File: config.mk
export PLATFORM = sky130hd
export DESIGN_NAME = instr_fetch_unit
export DESIGN_NICKNAME = d
export VERILOG_FILES = /design/src/rtl/instr_fetch_unit.sv
export SDC_FILE = /design/constraint.sdc
export NUM_CORES = 1
export LEC_CHECK = 0
export CORE_MARGIN = 2
export CORE_UTILIZATION = 30
export CTS_CLUSTER_SIZE = 20
export DETAILED_ROUTE_END_ITERATION = 10
export GPL_TIMING_DRIVEN = 0
export MAX_ROUTING_LAYER = met4
export PLACE_DENSITY_LB_ADDON = 0.25
export SYNTH_ARGS = -nofsm -noshare
export SYNTH_HDL_FRONTEND = slang
export SYNTH_SLANG_ARGS = --single-unit
File: constraint.sdc
create_clock -name clk -period 2.5 [get_ports clk]
set_clock_uncertainty 0.05 [all_clocks]
set_input_delay 0.5 -clock clk [delete_from_list [all_inputs] [get_ports clk]]
set_output_delay 0.5 -clock clk [all_outputs]
set_load 0.05 [all_outputs]
File: src/rtl/instr_fetch_unit.sv
// Instruction fetch unit: walks a synchronous 128x8 program ROM and issues 1/2-byte instructions.
// Build option FETCH_ILLEGAL_TRAP_EN: undefined opcodes set illegal_op and halt until reset.
module instr_fetch_unit (
    input  logic       clk,
    input  logic       reset,
    output logic [7:0] rom_address,
    input  logic [7:0] rom_data,
    output logic [7:0] instr_opcode,
    output logic [7:0] instr_operand,
    output logic       instr_has_operand,
    output logic       instr_valid,
    input  logic       instr_ready,
    input  logic       branch_taken,
    input  logic [7:0] branch_target,
    output logic [7:0] pc,
    output logic       addr_error,
    output logic       illegal_op
);

    typedef enum logic [2:0] {
        StFetchOp,
        StLatchOp,
        StFetchArg,
        StLatchArg,
        StIssue,
        StHalt
    } state_e;

    state_e     state_q, state_d;
    logic [6:0] fptr_q, fptr_d;
    logic [6:0] pc_q, pc_d;
    logic [7:0] opcode_q, opcode_d;
    logic [7:0] operand_q, operand_d;
    logic       has_q, has_d;
    logic       valid_q, valid_d;
    logic       aerr_q, aerr_d;
    logic       illegal_q, illegal_d;

    logic [6:0] fptr_inc;
    logic [6:0] next_ptr;
    logic       two_byte;

    assign fptr_inc = fptr_q + 7'd1;
    assign next_ptr = branch_taken ? branch_target[6:0] : fptr_q;
    assign two_byte = rom_data inside {8'h86, 8'h87, 8'h88, 8'h89, 8'h96, 8'h97, 8'h98,
                                       [8'h20:8'h28]};

`ifdef FETCH_ILLEGAL_TRAP_EN
    logic one_byte;
    assign one_byte = rom_data inside {[8'h42:8'h46], 8'h48, [8'h4A:8'h4F]};
`endif

    always_comb begin
        state_d   = state_q;
        fptr_d    = fptr_q;
        pc_d      = pc_q;
        opcode_d  = opcode_q;
        operand_d = operand_q;
        has_d     = has_q;
        valid_d   = valid_q;
        aerr_d    = aerr_q;
        illegal_d = illegal_q;

        unique case (state_q)
            StFetchOp: begin
                state_d = StLatchOp;
            end
            StLatchOp: begin
                opcode_d  = rom_data;
                operand_d = 8'h00;
                if (two_byte) begin
                    fptr_d  = fptr_inc;
                    has_d   = 1'b1;
                    state_d = StFetchArg;
                end else begin
`ifdef FETCH_ILLEGAL_TRAP_EN
                    // Pointer left on the offending opcode so the halt address is visible.
                    if (!one_byte) begin
                        illegal_d = 1'b1;
                        has_d     = 1'b0;
                        state_d   = StHalt;
                    end else begin
                        fptr_d  = fptr_inc;
                        has_d   = 1'b0;
                        valid_d = 1'b1;
                        state_d = StIssue;
                    end
`else
                    fptr_d  = fptr_inc;
                    has_d   = 1'b0;
                    valid_d = 1'b1;
                    state_d = StIssue;
`endif
                end
            end
            StFetchArg: begin
                state_d = StLatchArg;
            end
            StLatchArg: begin
                operand_d = rom_data;
                fptr_d    = fptr_inc;
                valid_d   = 1'b1;
                state_d   = StIssue;
            end
            StIssue: begin
                // fptr_q already points past the issued instruction here.
                if (valid_q && instr_ready) begin
                    fptr_d  = next_ptr;
                    pc_d    = next_ptr;
                    valid_d = 1'b0;
                    state_d = StFetchOp;
                    if (branch_taken && branch_target[7]) begin
                        aerr_d = 1'b1;
                    end
                end
            end
            StHalt: begin
                state_d = StHalt;
                valid_d = 1'b0;
            end
            default: begin
                state_d = StFetchOp;
                valid_d = 1'b0;
            end
        endcase
    end

    always_ff @(posedge clk or negedge reset) begin
        if (!reset) begin
            state_q   <= StFetchOp;
            fptr_q    <= 7'd0;
            pc_q      <= 7'd0;
            opcode_q  <= 8'h00;
            operand_q <= 8'h00;
            has_q     <= 1'b0;
            valid_q   <= 1'b0;
            aerr_q    <= 1'b0;
            illegal_q <= 1'b0;
        end else begin
            state_q   <= state_d;
            fptr_q    <= fptr_d;
            pc_q      <= pc_d;
            opcode_q  <= opcode_d;
            operand_q <= operand_d;
            has_q     <= has_d;
            valid_q   <= valid_d;
            aerr_q    <= aerr_d;
            illegal_q <= illegal_d;
        end
    end

    assign rom_address       = {1'b0, fptr_q};
    assign pc                = {1'b0, pc_q};
    assign instr_opcode      = opcode_q;
    assign instr_operand     = operand_q;
    assign instr_has_operand = has_q;
    assign instr_valid       = valid_q;
    assign addr_error        = aerr_q;
    assign illegal_op        = illegal_q;

endmodule

* Word-level counts from Yosys, hierarchy flattened *
Index checks and enable logic that the tools add are counted.

storage, ports and cells
  bits in registers = 36
  input bits = 20
  output and inout bits = 36
  logic and storage cells = 50

operators by class
  add/sub/neg operators = 1
  magnitude comparators = 2
  equal/unequal tests = 14
  multiplexer cells = 11
  bitwise gates (word level) = 1
  reductions and logical operators = 13

operators by type and width
  cell                                                                              count
  8-bit == test, second input constant                                              7
  3-bit one-hot mux with 6 select lines                                             1
  8-bit one-hot mux with 2 select lines                                             1
  7-bit two-way mux                                                                 2
  7-bit one-hot mux with 2 select lines                                             1
  8-bit by 6-bit >= comparator with 1-bit output, second input constant             1
  8-bit by 6-bit less-or-equal comparator with 1-bit output, second input constant  1
  8-bit nonzero test                                                                1
  7-bit by 1-bit adder with 7-bit output, second input constant                     1
  3-bit by 2-bit == test with 1-bit output, second input constant                   2
  3-bit == test, second input constant                                              2
  3-bit two-way mux                                                                 2
  3-bit AND reduction                                                               2
  2-bit != test, second input constant                                              2
  1-bit one-hot mux with 4 select lines                                             1
  2-bit AND reduction                                                               2
  2-bit nonzero test                                                                2
  2-bit OR reduction                                                                2
  3-bit by 1-bit == test with 1-bit output, second input constant                   1
  1-bit logical AND                                                                 3
  3-bit zero test                                                                   1
  1-bit two-way mux                                                                 3
  1-bit inverter                                                                    1

* Depth between registers and ports, before layout *
  depth after elaboration = 5
  gate-level depth with buffers = 6
  gate-level depth less buffers = 5

* Least setup slack after synthesis *
Ideal clock, no wire load.

  kind = register to register
  from = register state_q[1]
  to = register fptr_q[3]
  setup time = 0.123 ns
  data arrival time = 1.571 ns
  data required time = 2.327 ns
  setup slack = 0.756 ns
  stages on the path, launching flop included = 6
  buffers on the path = 2
  clock period less this slack = 1.744 ns
  cell sequence = dfrtp_1 > buf_6 > or3b_1 > buf_6 > or3_4 > o221a_1

between the ends
  word-level cells in the longest chain between the ends = 4
  elaborated cells between the ends (all ways) = 8
  those cells by class = eq/ne (4); mux (1); reduce/logical (3)

RTL lines
  what                                                                                                         RTL line  RTL
  start, declared                                                                                              29        state_e state_q, state_d;
  start signal, assigned                                                                                       130       state_q <= StFetchOp;
  start signal, assigned                                                                                       140       state_q <= state_d;
  3-bit by 1-bit == test with 1-bit output / 3-bit by 2-bit == test with 1-bit output (equally long branches)  64        unique case (state_q)
  2-bit OR reduction (no source line)                                                                          -
  2-bit nonzero test (no source line)                                                                          -
  2-bit AND reduction (no source line)                                                                         -
  end signal, assigned                                                                                         141       fptr_q <= fptr_d;
  end, declared                                                                                                30        logic [6:0] fptr_q, fptr_d;

Several ways; a longest one is shown, not always the timed one.
A chain may end at the register's enable or synchronous reset.

* Final worst setup path *
  from = register fptr_q[0]
  to = output rom_address[0]

RTL lines
  what           RTL line  RTL
  end, declared  6         output logic [7:0] rom_address,

No word-level cell between the ends.

==> out/qor.csv <==
stage,metric,value,unit
power,Peak VDD IR,0.585,mV
detailed_routing,M1 WL,1.94,mm
cts,clock sink count,36,
cts,cts hold-fix bufs,0,
global_route,first-pass GRT wire length,7.11,mm
synthesis,Mapped Cells,174,
finish,multi-input logic area,767,µm²
detailed_routing,routed wire length,4.12,mm
finish,Reg area,901,µm²
critical_path,WP buf/inv,1,
detailed_routing,DRC,0,
finish,fin area,2440,µm²
global_route,Tot GR Track Use,14.8,%
cts,# H-tree levels,2,
sta,Tmin final,2.16,ns
floorplan,Die Ht,80.3,µm
critical_path,RR Startpoint,state_q[2],
floorplan,width of the die,80.3,µm
synthesis,Synth Warn #,0,
critical_path,worst r2r dst,pc_q[6],
synthesis,"area leader, netlist",dfrtp_1,
min_path,Worst Hold Class,primary input to asynchronous set/reset pin,
global_route,vias in the first global route,1502,
floorplan,Rows,27,
placement,Detail Placement HPWL,3.03,mm
floorplan,initial core utilization,31.3,%
global_route,grt total ovfl,0,
critical_path,r2r worst-path depth,6,
critical_path,arrival time worst endpoint,1.61,ns
cts,cts repair resizes,0,
finish,number of diodes,0,
synthesis,largest family of logic cells by synthesized area,simple AND/OR/NAND/NOR gates,
critical_path,CP max-delay cell,clkdlybuf4s50_1,
cts,Clock Tree Buf Depth,2,
detailed_routing,Top Layer Used,met4,
sta,Slew @ Worst Pin,0.813,ns
detailed_routing,drt pass-1 iters,4,
detailed_routing,met2 WL,1.76,mm
detailed_routing,routed len/inst,13.4,µm
sta,worst hold slack,0.239,ns
cts,CTS tree,built,
critical_path,crit-path cells,clkdlybuf4s50_1,
synthesis,post-synthesis xor/xnor area fraction,0,%
synthesis,Cell variety after synth,41,
power,share of total power in combinational logic,55.9,%
synthesis,post-synthesis adder-cell area fraction,0.717,%
global_route,largest net degree at the start of global routing,37,
status,status,completed,
critical_path,WS Path Type,register to primary output,
placement,count of input and output buffers,52,
floorplan,total core area,5570,µm²
synthesis,Area contributors post-synth,"dfrtp_1 52%, nand2_1 6.2%, mux2_2 5.8%, o21ai_0 5.4%, mux2i_1 2.9%",
finish,ratio of cells with drive above 1 in the final layout,11.9,%
power,Sw Share,47.9,%
sta,Final Hold Vio Count,0,
detailed_routing,routed vias/inst,4.79,
sta,slew margin rel.,45.8,%
sta,setup TNS,0,ns
critical_path,crit-path max FO,7,
synthesis,sequential-to-total area share from yosys stat,51.6,%
synthesis,Post-synth EDFFs,0,
cts,CTS root buf,clkbuf_8,
power,Net Switching,1.46,mW
cts,clk slew on worst S/H paths,0.07,ns
critical_path,Crit path largest cell delay,0.85,ns
synthesis,Synth Area in Simple Gates,17.8,%
global_route,initial antenna violation count,0,
detailed_routing,Initial DRC Count,86,
synthesis,post-synthesis mux area share,8.67,%
finish,fillers,584,
synthesis,Synth async-reset ratio,100,%
placement,Setup WS pre-CTS,0.203,ns
detailed_routing,routed vias,1472,
sta,Tcrit/Tclk final,86.6,%
sta,Final Max Tran Viols,0,
finish,nets,256,
power,power per cell area,1250,nW/µm²
finish,fin util,43.7,%
sta,RSZ-0062 raised after global routing,false,
detailed_routing,met3 wire len,353,µm
power,Seq pwr share,30.9,%
floorplan,Die Footprint,6440,µm²
synthesis,compound-cell area share of the yosys netlist,16.1,%
synthesis,"Cell Area, Synth",1750,µm²
synthesis,Seq cells post-synth,36,
sta,Final setup violation count,0,
critical_path,Critical Path End Type,primary output,
placement,area post-placement,2360,µm²
critical_path,CP required,1.95,ns
power,clock share of power,13.2,%
synthesis,top cell type's share of synthesized area,51.6,%
cts,worst skew pair latency,0.30,ns
finish,fin cells,307,
power,Pleak,1.05,nW
power,internal power,1.59,mW
placement,final RePlAce weighted congestion,0.752,
synthesis,syn_area_per_cell,10.0,µm²
floorplan,boundary pin count,56,
critical_path,Crit path max-delay family,buffers and inverters,
cts,total CTS buffers,5,
sta,max frequency,0.462,GHz
detailed_routing,antenna-violating nets left,0,
flow_run,max cap viols,0,
power,Tot Pwr,3.05,mW
critical_path,crit start category,register,
critical_path,reg-to-reg setup timing slack,0.51,ns
sta,post-route setup slack,0.336,ns
placement,placed cell count,300,
synthesis,"Top FF cell, synth",dfrtp_1,
cts,post-CTS setup buffer count,0,
finish,area delta synth->final,39.6,%
## cell families (layout without fill, tap and decap cells)
kind of cell / after synthesis / after routing
mux: 14 / 14
flops: 36 / 36
compound gates: 46 / 46
fa+ha+maj: 1 / 1
other cells: 1 / 3
simple gates: 61 / 61
buf+inv: 15 / 74
## layout by cell type (no fill, tap or decap), types with 3 or more instances in the layout
cell             synthesis  layout
mux2_2                   9       9
o22ai_1                  3       3
o21ai_0                 19      19
nor2_1                   7       7
buf_2                    2       3
buf_4                    3       3
a21o_1                   3       3
a21oi_1                  8       8
dfrtp_1                 36      36
mux2i_1                  5       5
clkbuf_8                 0       5
nand3_1                  4       4
clkbuf_1                 6       7
conb_1                   1       3
nand2b_1                 3       3
a31oi_1                  3       3
and3_1                   3       3
clkdlybuf4s50_1          0      51
nand2_1                 29      29
## sequential cells by signal, summed over array words and instances (netlist names)
name	flops
state_q	3
instr_operand	8
instr_valid	1
addr_error	1
instr_opcode	8
fptr_q	7
pc_q	7
instr_has_operand	1
## final cells by class
cell class / count / area share [%]
Multi-Input combinational cell: 125 / 31.5
Timing Repair Buffer: 52 / 21.2
Buffer: 13 / 3.18
Tap cell: 72 / 3.70
Inverter: 2 / 0.308
Clock buffer: 6 / 2.98
Sequential cell: 36 / 37.0
Clock inverter: 1 / 0.205
## cell usage after synthesis (4+ instances only)
master,number
dfrtp_1,36
nand2_1,29
o21ai_0,19
mux2_2,9
a21oi_1,8
nor2_1,7
clkbuf_1,6
mux2i_1,5
nand3_1,4
## power by group through the flow
stage	clock network (mW)	registers [mW]	logic, mW
after floorplan	0	1.60	0.506
after global placement	0	0.950	1.70
after detailed placement	0	0.955	1.71
after CTS	0.413	0.944	1.72
after global routing	0.446	0.979	1.83
final	0.402	0.944	1.70
## worst max path at each step
stage                      startpoint  cells past startpoint           endpoint
after detailed placement  rom_data[7]                      5  instr_has_operand
final                       fptr_q[0]                      1     rom_address[0]
after global placement          reset                      1    instr_opcode[5]
after floorplan            state_q[1]                      5          fptr_q[3]
after CTS                   fptr_q[0]                      1     rom_address[0]
after global routing        fptr_q[2]                      1     rom_address[2]
## metal layers
metal	GRT usage, %	vias to the layer above
met4	5.59	0
met3	4.94	8
li1	-	735
met5	-	-
met1	18.9	675
met2	21.8	54
(Power assumes the default switching activity.)
==> edit, RTL diff (same flow settings) <==
Register the output `addr_error` once more, without a reset; this adds one clock of latency there. The other outputs are not delayed to match.
--- a/src/rtl/instr_fetch_unit.sv
+++ b/src/rtl/instr_fetch_unit.sv
@@ -155,7 +155,9 @@
     assign instr_operand     = operand_q;
     assign instr_has_operand = has_q;
     assign instr_valid       = valid_q;
-    assign addr_error        = aerr_q;
+    always_ff @(posedge clk) begin
+        addr_error <= aerr_q;
+    end
     assign illegal_op        = illegal_q;
 
 endmodule
Function: changed (a bounded check fails within 4 cycles, from zero or initial values and one cycle with reset low).
==> edit against the original RTL <==
Critical path depth unchanged; power up 0.47%; sequential cell count increased by 1; non-clock buffer count stayed put; worst setup slack better by 0.025 ns; area after synthesis up 1.1%; design area grew 0.98%; routed wire length is 1.9% higher.
==> edit: results (changes against the original RTL) <==
status: "completed"
synthArstFlopShare: 0.9730  # -0.02703
track_usage: 0.1437  # -0.004084
io_buffers: 52  # unchanged
drive_gt1_frac: 0.1181  # -0.001005
instances_no_fill: 309  # +0.65%
gp_congestion: 0.7685  # +2.2%
drtIter0Drc: 86  # unchanged
hp-class: "in2async"
timing.hold.ws_ns: 0.2493  # +0.009999 ns
clock_path_buffers: 2  # unchanged
num_antenna_cells: 0  # unchanged
grt_max_degree: 37  # unchanged
syn_area_per_cell_um2: 10.09  # +0.57%
p_leak_nw: 1.057  # +0.91%
vdd_drop_max_v: 0.0006354  # +8.6%
relSlewSlack: 0.4616  # +0.003633
hpwl_um: 3045  # +0.41%
cpMaxStageDelayCell: "clkdlybuf4s50_1"
grt_antenna_before_repair: 0  # unchanged
dp.cells: 301  # +0.33%
cts_resized: 0  # unchanged
cts_htree_levels: 2  # unchanged
r2r-start: "state_q[2]"
r2r_cells: 6  # unchanged
ys_seq_area_frac: 0.5216  # +0.005487
yosysWarnings: 0  # unchanged
path_max_fanout: 7  # unchanged
first_pass_iters: 4  # unchanged
max_stage_delay_ns: 0.84
clk_pin_slew_ns: 0.07  # about the same
cts_inserted_buffers: 5  # unchanged
ff2ff_setup_slack_ns: 0.53  # +0.02 ns
grt_pass1_wl_um: 6865  # -3.5%
cpLargestDelayFamily: "buffers and inverters"
final_nets: 257  # +0.39%
rr_endpoint: "pc_q[5]"
synth_commonest_cells: "dfrtp_1 (36), nand2_1 (29), o21ai_0 (19)"
cts_root_buf: "clkbuf_8"
place_area_mm2: 0.002379  # +0.85%
wl_per_cell_um: 13.59  # +1.3%
clk_latency_ns: 0.28  # -0.02 ns
ys.flop_type: "dfrtp_1"
cts_setup_buffers: 0  # unchanged
vias: 1440  # -2.2%
synth.distinct_cells: 42  # +2.4%
yosys-top-cells-area: "dfrtp_1 (51%), nand2_1 (6.2%), mux2_2 (5.7%)"
## edit: cell count changes in the layout (fill, tap and decap cells not counted)
cell      before  now
clkbuf_1       7    8
dfxtp_1        0    1
## edit: report_power, final
part,switching (mW),internal [mW],total (mW)
sequential,0.160,0.811,0.971
clock,0.200,0.196,0.396
combinational,1.09,0.613,1.70
total,1.45,1.62,3.07
## edit: logic make-up (layout without fill, tap and decap cells)
logic type      Yosys count  count (layout)  share of synthesized area
simple gates             61              61                     0.1765
flops                    37              37                     0.5216
mux                      14              14                    0.08576
other cells               1               3                   0.002124
fa+ha+maj                 1               1                   0.007086
compound gates           46              46                     0.1588
buf+inv                  15              75                    0.04819
## edit: worst max-delay path by stage
stage	from	end	slack, ns	depth (start not counted)
global route	fptr_q[2]	rom_address[2]	0.28	1
floorplan	state_q[1]	fptr_q[3]	0.76	5
detailed placement	rom_data[4]	instr_has_operand	0.20	5
CTS	fptr_q[2]	rom_address[2]	0.35	1
finish	fptr_q[2]	rom_address[2]	0.36	1
global placement	reset	instr_opcode[4]	-0.02	1
## edit: final cells by class
| class | count | area (um^2) |
|---|---|---|
| buffer | 13 | 77.57 |
| clock buffer | 7 | 76.32 |
| clock inverter | 1 | 5.005 |
| fill | 581 | 3148 |
| inverter | 2 | 7.507 |
| multi-input combinational | 125 | 767.0 |
| sequential | 37 | 920.9 |
| tap | 72 | 90.09 |
| timing repair buffer | 52 | 515.5 |
## edit: per-layer routing
| metal | part of all wire | up-vias | GRT usage |
|---|---|---|---|
| li1 | - | 734 | - |
| met5 | 0 | - | - |
| met3 | 0.069 | 7 | 0.04494 |
| met4 | 0.015 | 0 | 0.05085 |
| met2 | 0.45 | 46 | 0.2133 |
| met1 | 0.46 | 653 | 0.1853 |
## edit: stage by stage
| step | TNS, ns | setup WS (ns) |
|---|---|---|
| floorplan | 0 | 0.7558 |
| global placement | -0.6124 | -0.01952 |
| detailed placement | 0 | 0.1974 |
| CTS | 0 | 0.3483 |
| global route | 0 | 0.2806 |
| finish | 0 | 0.3607 |
